`config.mk`:
```
export PLATFORM = sky130hd
export DESIGN_NAME = reg_alu_seq
export DESIGN_NICKNAME = d
export VERILOG_FILES = /design/src/rtl/reg_alu_seq_pkg.sv /design/src/rtl/reg_alu_seq_dec.sv /design/src/rtl/reg_alu_seq.sv
export SDC_FILE = /design/constraint.sdc
export NUM_CORES = 1
export LEC_CHECK = 0
export CAP_MARGIN = 30
export CORE_MARGIN = 2
export CORE_UTILIZATION = 28
export DETAILED_ROUTE_END_ITERATION = 16
export PLACE_DENSITY = 0.57
export SLEW_MARGIN = 20
export SYNTH_ARGS = -nofsm -noshare
export SYNTH_HDL_FRONTEND = slang
export SYNTH_SLANG_ARGS = --single-unit
```
`constraint.sdc`:
```
create_clock -name clk -period 2.1 [get_ports clk]
set_input_delay 0.42 -clock clk [delete_from_list [all_inputs] [get_ports clk]]
set_output_delay 0.42 -clock clk [all_outputs]
set_load 0.05 [all_outputs]
```
`src/rtl/reg_alu_seq_pkg.sv`:
```
// Shared encodings for the reg_alu instruction sequencer.
// Holds instruction field positions, class codes and FSM state codes.
// No logic; imported by the decoder and the sequencer top.
package reg_alu_seq_pkg;

  localparam int INSTR_W = 16;

  // Instruction field bit positions
  localparam int CLS_HI = 15;
  localparam int CLS_LO = 14;
  localparam int OP_HI  = 13;
  localparam int OP_LO  = 12;
  localparam int RD_HI  = 11;
  localparam int RD_LO  = 9;
  localparam int RA_HI  = 8;
  localparam int RA_LO  = 6;
  localparam int RB_HI  = 5;
  localparam int RB_LO  = 3;
  localparam int RSV_HI = 2;
  localparam int RSV_LO = 0;

  // Instruction classes
  typedef enum logic [1:0] {
    CLS_LOAD = 2'b00,
    CLS_ALU  = 2'b01,
    CLS_READ = 2'b10,
    CLS_NOP  = 2'b11
  } cls_e;

  // Sequencer states
  typedef enum logic [1:0] {
    ST_IDLE = 2'd0,
    ST_EXEC = 2'd1,
    ST_RESP = 2'd2
  } state_e;

endpackage

```
`src/rtl/reg_alu_seq_dec.sv`:
```
// Purpose: split an instruction word into class, op and register fields.
// Latency: purely combinational, zero cycles.
// Backpressure: none; output follows the input word directly.
module reg_alu_seq_dec
  import reg_alu_seq_pkg::*;
#(
  parameter int AW = 3
) (
  input  logic [INSTR_W-1:0] instr,
  output cls_e               cls,
  output logic [1:0]         op,
  output logic [AW-1:0]      rd,
  output logic [AW-1:0]      ra,
  output logic [AW-1:0]      rb
);

  // Reserved bits carry no meaning; fold them into a sink so they stay visible.
  logic unused_rsv;
  assign unused_rsv = ^instr[RSV_HI:RSV_LO];

  // Field extraction; register fields are resized to the register address width.
  always_comb begin
    cls = cls_e'(instr[CLS_HI:CLS_LO]);
    op  = instr[OP_HI:OP_LO];
    rd  = AW'(instr[RD_HI:RD_LO]);
    ra  = AW'(instr[RA_HI:RA_LO]);
    rb  = AW'(instr[RB_HI:RB_LO]);
  end

endmodule

```
`src/rtl/reg_alu_seq.sv`:
```
// Purpose: sequence LOAD/ALU/READ/NOP instructions onto a reg_alu register file.
// Latency: 2 cycles per LOAD/ALU/NOP (IDLE+EXEC); READ adds RESP until res_ready.
// Backpressure: instr_ready low outside IDLE; RESP holds res_data until res_ready.
module reg_alu_seq
  import reg_alu_seq_pkg::*;
#(
  parameter int DW = 16,
  parameter int AW = 3
) (
  input  logic               clk,
  input  logic               reset,
  input  logic [INSTR_W-1:0] instr,
  input  logic [DW-1:0]      imm,
  input  logic               instr_valid,
  output logic               instr_ready,
  output logic               s,
  output logic               wr,
  output logic [1:0]         operation,
  output logic [AW-1:0]      rd_addr_a,
  output logic [AW-1:0]      rd_addr_b,
  output logic [AW-1:0]      wr_addr,
  output logic [DW-1:0]      d_in,
  input  logic [DW-1:0]      d_out_a,
  input  logic               cout,
  output logic [DW-1:0]      res_data,
  output logic               res_valid,
  input  logic               res_ready,
  output logic               carry_flag
);

  state_e               state;
  state_e               state_nxt;
  logic [INSTR_W-1:0]   instr_q;
  logic [DW-1:0]        imm_q;
  logic [DW-1:0]        res_q;
  logic                 carry_q;

  cls_e                 dec_cls;
  logic [1:0]           dec_op;
  logic [AW-1:0]        dec_rd;
  logic [AW-1:0]        dec_ra;
  logic [AW-1:0]        dec_rb;

  logic                 take;
  logic                 in_exec;

  // Accept only in IDLE; in EXEC/RESP instr_valid is ignored.
  assign take    = (state == ST_IDLE) && instr_valid;
  assign in_exec = (state == ST_EXEC);

  // Decode always looks at the registered word, so EXEC controls are glitch-free
  // with respect to whatever the upstream drives on instr meanwhile.
  reg_alu_seq_dec #(
    .AW (AW)
  ) u_dec (
    .instr (instr_q),
    .cls   (dec_cls),
    .op    (dec_op),
    .rd    (dec_rd),
    .ra    (dec_ra),
    .rb    (dec_rb)
  );

  // FSM state register; async reset forces IDLE, which drops all EXEC controls at once.
  always_ff @(posedge clk or posedge reset) begin
    if (reset) begin
      state <= ST_IDLE;
    end else begin
      state <= state_nxt;
    end
  end

  // Next-state: EXEC is always a single cycle, only READ detours through RESP.
  always_comb begin
    state_nxt = state;
    case (state)
      ST_IDLE: begin
        if (instr_valid) begin
          state_nxt = ST_EXEC;
        end
      end
      ST_EXEC: begin
        state_nxt = (dec_cls == CLS_READ) ? ST_RESP : ST_IDLE;
      end
      ST_RESP: begin
        if (res_ready) begin
          state_nxt = ST_IDLE;
        end
      end
      default: state_nxt = ST_IDLE;
    endcase
  end

  // Output decode: every reg_alu control is zero unless EXEC asks for it.
  always_comb begin
    instr_ready = 1'b0;
    wr          = 1'b0;
    s           = 1'b0;
    operation   = 2'b00;
    rd_addr_a   = '0;
    rd_addr_b   = '0;
    wr_addr     = '0;
    d_in        = '0;
    res_valid   = 1'b0;
    case (state)
      ST_IDLE: begin
        instr_ready = ~reset;
      end
      ST_EXEC: begin
        case (dec_cls)
          CLS_LOAD: begin
            wr      = 1'b1;
            s       = 1'b1;
            wr_addr = dec_rd;
            d_in    = imm_q;
          end
          CLS_ALU: begin
            wr        = 1'b1;
            operation = dec_op;
            rd_addr_a = dec_ra;
            rd_addr_b = dec_rb;
            wr_addr   = dec_rd;
          end
          CLS_READ: begin
            rd_addr_a = dec_ra;
          end
          default: begin
          end
        endcase
      end
      ST_RESP: begin
        res_valid = 1'b1;
      end
      default: begin
      end
    endcase
  end

  // Instruction/immediate capture on the IDLE handshake.
  always_ff @(posedge clk or posedge reset) begin
    if (reset) begin
      instr_q <= '0;
      imm_q   <= '0;
    end else if (take) begin
      instr_q <= instr;
      imm_q   <= imm;
    end
  end

  // Carry is sampled at the end of an ALU EXEC only; LOAD/READ/NOP leave it alone.
  always_ff @(posedge clk or posedge reset) begin
    if (reset) begin
      carry_q <= 1'b0;
    end else if (in_exec && (dec_cls == CLS_ALU)) begin
      carry_q <= cout;
    end
  end

  // READ result captured at the end of EXEC and held stable through RESP.
  always_ff @(posedge clk or posedge reset) begin
    if (reset) begin
      res_q <= '0;
    end else if (in_exec && (dec_cls == CLS_READ)) begin
      res_q <= d_out_a;
    end
  end

  assign res_data   = res_q;
  assign carry_flag = carry_q;

endmodule
```
==> summary.md <==
| Metric | Value |
|---|---|
| Total gr overflow | `0` |
| Worst Tran Pin Value | `0.524 ns` |
| Max FO, Critical Path | `4` |
| WL final | `4830 um` |
| Tcrit/Tclk final | `0.965` |
| Number of I/O pins | `101` |
| Syn. warnings | `0` |
| Synth top area share | `0.572` |
| Pre-Repair DR Iteration Count | `4` |
| Final Instance Area | `3680 um2` |
| #FFs+latches synth | `48` |
| Filler Cell Count | `666` |
| Clk network pwr share | `0.116` |
| Compound-Gate Fraction of Synth Area | `0.00239` |
| Reg2reg start | `state[0]$_DFFE_PP0P_` |
| Vias in the first global route | `1529` |
| Pwr/cell area | `1320 nW/um2` |
| All-Layer GR Usage | `0.122` |
| VDD IR max | `0.000762 V` |
| Outcome | `completed` |
| CTS sink count | `48` |
| Synth Cell Area | `2100 um2` |
| Post-synthesis sequential area ratio | `0.572` |
| Crit path DAT | `1.61 ns` |
| Core box area | `7250 um2` |
| Post-layout net count | `309` |
| TritonCTS clock tree | `built` |
| Mapped Cells | `145` |
| Util after Layout | `0.508` |
| Reg power frac | `0.319` |
| Die ar. | `8200 um2` |
| Max Freq | `0.493 GHz` |
| Post-place setup slack | `0.248 ns` |
| CTS clk-pin slew, worst paths | `0.09 ns` |
| Area of placed instances | `3510 um2` |
| Combinational family with the most area after synthesis | `multiplexers` |
| Largest net degree at the start of global routing | `37` |
| Area grow syn2layout | `75.6%` |
| Final Hold Vio Count | `0` |
| Maxcap violations | `0` |
| Final setup margin | `0.0725 ns` |
| Fraction of layout cells with a size suffix above 1 | `0.453` |
| DRT antenna net count | `0` |
| Critical Path RT | `1.68 ns` |
| Net Sw Frac | `0.407` |
| PortBufs | `97` |
| Antenna violations before repair | `0` |
| RSZ-0062 raised after global routing | `true` |
| Vias per cell | `4.28` |
| Drt drc | `0` |
| Crit path time final | `2.03 ns` |
| Routed len/inst | `13.7 um` |
| Global-route wire length before repair | `7930 um` |
| Area share of fa/ha/maj cells after synthesis | `0.0179` |
| Dominant cells by area after synthesis | `dfrtp_1 57%, mux2_2 24%, and2_1 4.5%, and3_1 2.7%, buf_6 2.7%` |
| Worst Skew | `0.00499 ns` |
| Routed via count | `1510` |
| P_sw | `1980 uW` |
| Height of the die | `90.6 um` |
| Longest Clk Path Bufs | `2` |
| Syn Area/Cell | `14.5 um2` |
| Internal power | `2880 uW` |
| WS Path Type | `reg2out` |
| Site row count | `31` |
| Synth unique cells | `20` |
| Critical Path Source | `instr_q[15]$_DFFE_PP0P_` |
| Crit path launch type | `register` |
| Gpl congestion | `0.701` |
| DRT iter0 DRCs | `53` |
| Slew headroom | `0.650` |
| Syn nets | `201` |
| Hold WC Path Type | `in2async` |
| Number of diodes | `0` |
| Pwr Total | `4860 uW` |
| H-tree lvl count | `2` |
| Clock latency on the worst-skew pair | `0.30 ns` |
| Starting Density | `0.289` |
| Root buffer cell | `clkbuf_8` |
| Die W | `90.6 um` |
| Synth area leader | `dfrtp_1` |
| Logic pwr share | `0.565` |
| Static Leak | `0.00158 uW` |
| Post-Synth XOR/XNOR Area | `0` |
| Post-Synth Simple-Gate Area | `0.124` |
| # setup viols final | `0` |
| CTS buffer count | `5` |
| Dpl hpwl | `3590 um` |
| Count of pins over their slew limit | `0` |
| Fin Setup TNS | `0 ns` |
| CP Capture Type | `output pin` |
| Post-synthesis mux area share | `0.247` |
| Hold_buf cts | `0` |
[power groups by stage]
stage | registers (uW) | logic, uW | clock network, uW
floorplan | 2100 | 1080 | 0
global placement | 1540 | 2670 | 0
detailed placement | 1560 | 2690 | 0
CTS | 1550 | 2700 | 592
global route | 1620 | 2890 | 634
finish | 1550 | 2750 | 565
[path summary, 6_finish.rpt]
kind                                          end  slack [ns]  cells past startpoint
max                                    wr_addr[1]        0.07                      5
min                          imm_q[7]$_DFFE_PP0P_        0.42                      2
max reg2reg                  imm_q[7]$_DFFE_PP0P_        0.62                      3
min reg2reg                instr_q[8]$_DFFE_PP0P_        0.50                      1
max in group asynchronous  instr_q[7]$_DFFE_PP0P_        1.19                      3
min in group clk           instr_q[8]$_DFFE_PP0P_        0.50                      1
[metal layers]
layer	share of wire	up-vias	routed length, um	track usage
met5	0	-	0	0
met4	0.0091	0	44	0.0269
met3	0.095	7	458	0.0492
met2	0.45	72	2190	0.181
met1	0.44	719	2140	0.169
li1	-	712	-	-
[placed cells by master (no fill, tap or decap), types with 3 or more instances in the layout]
| master | count |
|---|---|
| and2_4 | 15 |
| and3_1 | 9 |
| buf_12 | 32 |
| buf_4 | 7 |
| clkbuf_8 | 6 |
| clkdlybuf4s50_1 | 66 |
| dfrtp_1 | 47 |
| inv_2 | 3 |
| mux2_2 | 44 |
[flip-flops by register name, summed over array words and instances, names as in the netlist]
signal / count
imm_q: 16
res_data: 16
instr_q: 13
state: 2
carry_flag: 1
[area by class of cell]
| cell class | instances | area [um2] | area share |
|---|---|---|---|
| repair buffers | 107 | 1380 | 0.374 |
| multi-input cells | 87 | 877 | 0.238 |
| well taps | 99 | 124 | 0.0336 |
| flip-flops and latches | 48 | 1200 | 0.326 |
| inverters | 4 | 15.0 | 0.00407 |
| clock buffers | 8 | 90.1 | 0.0244 |
[critical path: stages (launching register included)]
cell and delay, ns:
dfrtp_1 0.41, inv_2 0.09, ha_1 0.17, nor2_1 0.10, nor3b_1 0.36, buf_12 0.19
[what timing repair did]
item / 4_1_cts / 5_1_grt
buffers inserted: 0 / 1
gates resized for setup: 2 / 24
endpoints found under the setup margin: 3 / 27
gates cloned: 0 / 1
hold endpoints to repair: 0 / 0
pin swaps: 0 / 1
[cell families after synthesis]
family,count (synthesis)
flops,48
fa+ha+maj,3
simple gates,37
buf+inv,10
mux,46
compound gates,1
[per-stage QoR]
| stage | cells | hold slack [ns] |
|---|---|---|
| after detailed placement | 343 | 0.483 |
| after CTS | 351 | 0.425 |
| after floorplan | 145 | 0.449 |
| after global placement | 343 | 0.462 |
| after global routing | 353 | 0.444 |
| final | 353 | 0.418 |
[Yosys cell counts, drive strengths merged]
master and count:
nor3 1, nand2b 1, and3 9, nand3b 2, buf 6, o21ai 1
and3b 1, and2 15, or2b 1, nor2b 1, ha 3, mux2 46
nor3b 4, inv 4, dfrtp 48, nor2 2
Power figures use the tool's default switching activity.
